**config.mk**
```make
export PLATFORM = sky130hd
export DESIGN_NAME = peasant_mult_param
export DESIGN_NICKNAME = d
export VERILOG_FILES = /design/src/rtl/peasant_mult_param.sv
export SDC_FILE = /design/constraint.sdc
export NUM_CORES = 1
export LEC_CHECK = 0
export ABC_AREA = 1
export BUFFER_PORTS_ARGS = -buffer_cell sky130_fd_sc_hd__buf_2
export CAP_MARGIN = 20
export CORE_MARGIN = 5
export CORE_UTILIZATION = 66
export DETAILED_ROUTE_END_ITERATION = 7
export GPL_ROUTABILITY_DRIVEN = 0
export HOLD_SLACK_MARGIN = 0.03
export PLACE_DENSITY_LB_ADDON = 0.1
export SYNTH_ARGS = -nofsm -noshare
export SYNTH_HDL_FRONTEND = slang
export SYNTH_SLANG_ARGS = --single-unit
```
**constraint.sdc**
```tcl
create_clock -name clk -period 4.9 [get_ports clk]
set_input_delay 0 -clock clk [delete_from_list [all_inputs] [get_ports clk]]
set_output_delay 0 -clock clk [all_outputs]
set_load 0.03 [all_outputs]
```
**src/rtl/peasant_mult_param.sv**
```systemverilog
// Shift-and-add ("Russian peasant") multiplier. The multiplier operand is halved
// and the multiplicand doubled on each CALC cycle. Two's-complement operands are
// supported by multiplying magnitudes and negating the result.
//
//   state | meaning
//   ------+-----------------------------------------------------------------
//   IDLE  | waiting for in_valid; in_ready=1; mult holds the last result
//   CALC  | one shift/add step per cycle; the cycle with xr==0 registers mult
//   DONE  | out_valid=1, holds mult until out_ready (or abort)
module peasant_mult_param #(
   parameter int WIDTH     = 16,
   parameter bit SIGNED_EN = 1'b1
) (
   input  logic               clk,
   input  logic               rst,
   input  logic               in_valid,
   output logic               in_ready,
   input  logic [WIDTH-1:0]   x,
   input  logic [WIDTH-1:0]   y,
   input  logic               is_signed,
   input  logic               abort,
   output logic               out_valid,
   input  logic               out_ready,
   output logic [2*WIDTH-1:0] mult,
   output logic               busy
);

   localparam int PW = 2 * WIDTH;

   typedef enum logic [1:0] {
      IDLE = 2'd0,
      CALC = 2'd1,
      DONE = 2'd2
   } state_t;

   state_t          state;
   logic [WIDTH-1:0] xr;
   logic [PW-1:0]   yr;
   logic [PW-1:0]   acc;
   logic            neg;

   logic [WIDTH-1:0] x_mag;
   logic [WIDTH-1:0] y_mag;
   logic             neg_in;
   logic [PW-1:0]    result;

   // Magnitudes fit in WIDTH unsigned bits, including |-2^(WIDTH-1)|.
   generate
      if (SIGNED_EN) begin : g_signed
         logic x_neg;
         logic y_neg;
         always_comb begin
            x_neg  = is_signed & x[WIDTH-1];
            y_neg  = is_signed & y[WIDTH-1];
            x_mag  = x_neg ? -x : x;
            y_mag  = y_neg ? -y : y;
            neg_in = x_neg ^ y_neg;
            result = neg ? -acc : acc;
         end
      end else begin : g_unsigned
         logic unused_sign;
         always_comb begin
            x_mag       = x;
            y_mag       = y;
            neg_in      = 1'b0;
            result      = acc;
            unused_sign = is_signed ^ neg;
         end
      end
   endgenerate

   assign in_ready = (state == IDLE);
   assign busy     = (state != IDLE);

   always_ff @(posedge clk or negedge rst) begin
      if (!rst) begin
         state     <= IDLE;
         xr        <= '0;
         yr        <= '0;
         acc       <= '0;
         neg       <= 1'b0;
         mult      <= '0;
         out_valid <= 1'b0;
      end else if (abort) begin
         state     <= IDLE;
         out_valid <= 1'b0;
      end else begin
         case (state)
            IDLE: begin
               if (in_valid) begin
                  xr    <= x_mag;
                  yr    <= {{WIDTH{1'b0}}, y_mag};
                  acc   <= '0;
                  neg   <= neg_in;
                  state <= CALC;
               end
            end
            CALC: begin
               if (xr != '0) begin
                  if (xr[0]) acc <= acc + yr;
                  xr <= xr >> 1;
                  yr <= yr << 1;
               end else begin
                  mult      <= result;
                  out_valid <= 1'b1;
                  state     <= DONE;
               end
            end
            DONE: begin
               if (out_ready) begin
                  out_valid <= 1'b0;
                  state     <= IDLE;
               end
            end
            default: begin
               out_valid <= 1'b0;
               state     <= IDLE;
            end
         endcase
      end
   end

endmodule

```
==> impl_metrics.toml, run 1 <==
[die]
dieArea_um2 = 15500
die_y_um = 125
start_util_pct = 67.9
io_pins = 73
die_w_um = 125
row_count = 41
coreArea_um2 = 12800

[yosys]
synth_nets = 1421
yosysTopAreaCell = "dfrtp_1"
avgSynthCellArea_um2 = 6.44
synth_cell_type_count = 40
yosys.area.top_type_share_pct = 33.4
ys_ff_latch = 116
netlist_instances = 1348
syn_area_um2 = 8680
yosys-top-cells-area = "dfrtp_1 33%, nand2_1 21%, inv_1 8.7%"
yosys_warnings = 0
ys_seq_area_share_pct = 33.4

[layout]
finalInstanceArea_um2 = 10000
multi_input_area_um2 = 4860
area_growth_pct = 15.3
nNetsFinal = 1512
stdcell_count = 1624
regArea_um2 = 2900
final_util_pct = 78.3
diodes = 0
nFillCells = 951
drive_gt1_share_pct = 8.54

[hold_path]
hold_path_depth = 5
min_from = "x[7]"
holdPathEnd = "xr[7]"
hp-class = "in -> reg"

[setup_path]
crit_chain = "inv_1 -> nor2_4 -> inv_2 -> nor2_8 -> nand2_1 -> nand2_2 -> o211ai_1 -> o21ai_0"
path_class = "reg -> reg"
startpoint_type = "flop"
regToRegEndpoint = "yr[6]"
end_kind = "flop"
r2r_cells = 8
cp_max_fo = 54
crit_arrival_ns = 2.66
crit_slowest_cell = "inv_2"
reg2reg_slack_ns = 2.50
critPathMaxStageDelay_ns = 0.56
r2r-start = "state[0]"
required_ns = 5.16

[routing]
wl_per_cell_um = 14.1
dr.pass1.iters = 5
num_vias = 8981
postRouteAntennaNets = 0
drt_wl_total_um = 22900
drt_iter0_markers = 834
drc = 0
via_per_inst = 5.53

[grt]
grt_pass1_wl_um = 38200
grt_pass1_vias = 8494
track_usage_pct = 29.6
grt.overflow.total = 0
grt_max_degree = 60
antenna_found_initial = 0

[timing]
clock_skew_ns = 0.00960
tightest_slew_ns = 0.873
slew_headroom_pct = 41.6
fin_ws_ns = 2.50
fin_crit_sh_pct = 49.0
hold_ws_ns = 0.0444
rsz0062_at_grt = "false"
min_period_ns = 2.40
final.setup.tns_ns = 0
clock.fmax_ghz = 0.417
final_max_slew_viol_count = 0
setup_viol = 0
hold_viol_final = 0

[power]
p_leak_nw = 5.65
cellPowerDensity_nw_per_um2 = 424
power_mw = 4.24
worst_ir_drop_vdd_v = 0.000223

[clock_network]
clock-sinks = 116
htreeDepth = 4
cts_buffers = 17
cts.clk_slew.worst_paths_ns = 0.05
cts_tree = "built"
ctsLongestPathBuffers = 2
clockRootBuffer = "clkbuf_16"
post_cts_buffers = 0
clk-insertion-delay-late_ns = 0.42

[placement]
dp_hpwl_um = 16700
dp_slack_ns = 2.51
portBuffers = 72
dp_cells = 1565
postPlaceCellArea_um2 = 9140

[status]
status = "complete, no violations"

[flow_run]
maxCapViolations = 0
## cells by family after synthesis
group | synth area share, %
AND/OR/NAND/NOR | 35.6
buffers and inverters | 10.6
AO/OA/AOI/OAI | 11.9
flip-flops | 33.4
adder cells (fa/ha/maj) | 5.13
XOR/XNOR | 3.33
## worst max path at each step
stage              from  endpoint  cells past startpoint
2_1_floorplan  state[1]    yr[10]                      9
3_3_place_gp   state[0]     yr[6]                      8
3_5_place_dp   state[0]     xr[5]                      8
4_1_cts        state[0]     yr[6]                      8
5_1_grt        state[0]     yr[6]                      8
6_report       state[0]     yr[6]                      8
## cells in the final DEF (no fill, tap or decap), drive strengths merged, types with 23 or more instances in the layout
| master | count |
|---|---|
| a21oi | 53 |
| dlygate4sd3 | 27 |
| buf | 77 |
| dfrtp | 116 |
| o21ai | 82 |
| nand3 | 124 |
| clkbuf | 23 |
| inv | 204 |
| nand2 | 479 |
| ha | 34 |
| nor2 | 110 |
## Yosys cell counts
cell type  number
nand2_1       476
inv_1         200
nand3_1       121
dfrtp_1       116
nor2_1        108
o21ai_0        78
a21oi_1        51
ha_1           34
xor2_1         20
clkbuf_1       16
nand4_1        14
o211ai_1       14
xnor2_1        13
o31ai_1        12
buf_2          11
o22ai_1        11
nor3_1          9
buf_4           5
and2_1          4
inv_2           4
o21bai_1        4
nand2_2         3
o21ai_1         3
or2_2           3
nand3_2         2
nand3b_1        2
a21o_1          1
a21oi_2         1
a21oi_4         1
a22oi_1         1
a31o_2          1
a31oi_1         1
fa_1            1
nand3_4         1
nor2_4          1
nor2_8          1
nor4_1          1
o21a_1          1
o21ai_4         1
or2_1           1
## final cells by class
type,instances,share of cell area [%]
inverters,204,7.65
clock buffers,23,4.68
flip-flops and latches,116,29.0
multi-input cells,996,48.5
repair buffers,104,6.70
well taps,172,2.15
clock inverters,9,1.28
## worst max-delay path, delay by kind of cell, from the launching register on
kind	cells	cell delay (ns)
buf+inv	2	0.67
compound gates	2	0.42
simple gates	4	0.78
flops	1	0.37
## where the power goes
group	total (mW)	switching [mW]	internal [mW]
clock	1.25	0.424	0.822
sequential	1.26	0.156	1.10
combinational	1.74	1.15	0.589
total	4.24	1.73	2.51
## state kept, by name, summed over array words and instances, names as in the netlist
signal and flops:
yr 32, mult 32, state 2, acc 32, out_valid 1, xr 16, neg 1
## repair_timing
item | CTS | global route
endpoints found under the hold margin | 82 | 0
resized for setup | 0 | 0
hold buffers | 27 | 0
## layer usage
metal	GRT usage, %	up-vias	routed length (um)
li1	-	4472	-
met1	36.9	4050	9620
met2	50.1	383	10600
met3	4.80	76	1760
met4	14.1	0	878
met5	0	-	0
(Power assumes the default switching activity.)
==> inputs of run 2 (changes only) <==
Settings changed: CORE_UTILIZATION 66 to 55.
Clock period 4.9 ns to 2.02 ns, I/O delays scaled along.
==> impl_metrics.toml, run 2 (same netlist as run 1, synthesis figures left out) <==
[status]
status = "complete, no violations"

[clock_network]
cts_tree = "built"
ctsLongestPathBuffers = 2
cts_buffers = 17
clockRootBuffer = "clkbuf_16"
clock-sinks = 116
cts.clk_slew.worst_paths_ns = 0.05
clk-insertion-delay-late_ns = 0.41
htreeDepth = 4

[layout]
nNetsFinal = 1552
layout_commonest_cell = "nand2_1"
diodes = 0
reg_top3 = "acc (32), mult (32), yr (32)"
nFillCells = 1437
multi_input_area_um2 = 5090
stdcell_count = 1705
drive_gt1_share_pct = 13.7
final_util_pct = 67.4
area_growth_pct = 21.6
regArea_um2 = 2900
layout_common_cells = "471 x nand2_1, 198 x inv_1, 118 x nand3_1"

[timing]
rsz0062_at_grt = "true"
slew_headroom_pct = 62.3
final_max_slew_viol_count = 0
hold_viol_final = 0
fin_crit_sh_pct = 95.2
min_period_ns = 1.92
tightest_slew_ns = 0.560
hold_ws_ns = 0.0362
clock_skew_ns = 0.00787
setup_viol = 0
clock.fmax_ghz = 0.520

[die]
row_count = 46
io_pins = 73
dieArea_um2 = 18400
die_y_um = 136
coreArea_um2 = 15700
die_w_um = 136
start_util_pct = 55.4

[power]
worst_ir_drop_vdd_v = 0.000678
p_leak_nw = 5.84
cellPowerDensity_nw_per_um2 = 1010

[grt]
grt.overflow.total = 0
grt_max_degree = 58
antenna_found_initial = 0
grt_pass1_wl_um = 40000
grt_pass1_vias = 8458
track_usage_pct = 27.2

[routing]
postRouteAntennaNets = 0
num_vias = 8902
drt_iter0_markers = 430
drc = 0
dr.pass1.iters = 6
drt_wl_total_um = 24200
via_per_inst = 5.22
wl_per_cell_um = 14.2

[setup_path]
end_kind = "flop"
reg2reg_slack_ns = 0.1
crit_arrival_ns = 2.23
crit_path_end = "acc[26]"
r2r-start = "acc[7]"
critical_path.startpoint = "acc[7]"
regToRegEndpoint = "acc[26]"
startpoint_type = "flop"
required_ns = 2.32
cp_max_fo = 4
path_class = "reg -> reg"
r2r_cells = 10

[hold_path]
hold_path_depth = 6
hp-class = "in -> reg"

[flow_run]
maxCapViolations = 0

[placement]
dp_cells = 1650
portBuffers = 72
dp_hpwl_um = 18300
## run 2: layout make-up
cell class,count,area share (%)
flip-flops and latches,116,27.5
clock inverters,5,0.498
repair buffers,144,9.39
well taps,216,2.56
clock buffers,24,4.56
inverters,204,7.26
multi-input cells,996,48.2
## run 2: through the flow
| step | area [um2] | setup WS (ns) | total power [mW] | setup TNS (ns) |
|---|---|---|---|---|
| after floorplan | 8680 | 0.191 | 6.14 | 0 |
| after detailed placement | 9540 | 0.00373 | 7.54 | 0 |
| after CTS | 10300 | 0.0166 | 10.4 | 0 |
| final | 10600 | 0.0979 | 10.6 | 0 |
| after global routing | 10600 | -0.00409 | 11.4 | -0.00494 |
| after global placement | 9540 | 0.0542 | 7.48 | 0 |
## run 2: worst min path at each step
stage	startpoint	endpoint	slack (ns)
finish	y[8]	yr[8]	0.04
detailed placement	rst	mult[1]	-0.02
floorplan	rst	acc[0]	-0.30
CTS	y[8]	yr[8]	0.03
global placement	rst	mult[1]	-0.02
global route	x[4]	xr[4]	0.06
## run 2: where the power goes
part | switching (mW) | total, mW | internal, mW | leakage, nW
Clock | 0.980 | 2.74 | 1.76 | 0.262
Combinational | 3.01 | 4.88 | 1.87 | 4.03
Sequential | 0.347 | 3.02 | 2.67 | 1.55
## run 2: metal layers
metal	vias up	global-route usage, %	routed length [um]
met5	-	0	0
met4	0	9.91	674
met3	50	3.90	1410
met2	287	45.1	11400
met1	4020	36.2	10700
li1	4545	-	-
## run 2: repair_timing
item                                    4_1_cts  5_1_grt
hold buffers                                 25        0
endpoints found under the hold margin       110        0
resized for setup                             1       42
buffers inserted                              0        1
endpoints found under the setup margin        1       27
## run 2: worst max-delay path: stages (launching register included)
cell and delay [ns]:
dfrtp_1 0.40, ha_1 0.37, nand2_1 0.14, nor2_1 0.18, nand3_1 0.13, nand3_1 0.20, nand2_1 0.13, nand3_1 0.09
nand2_1 0.05, nand3_1 0.06, nand2_1 0.05
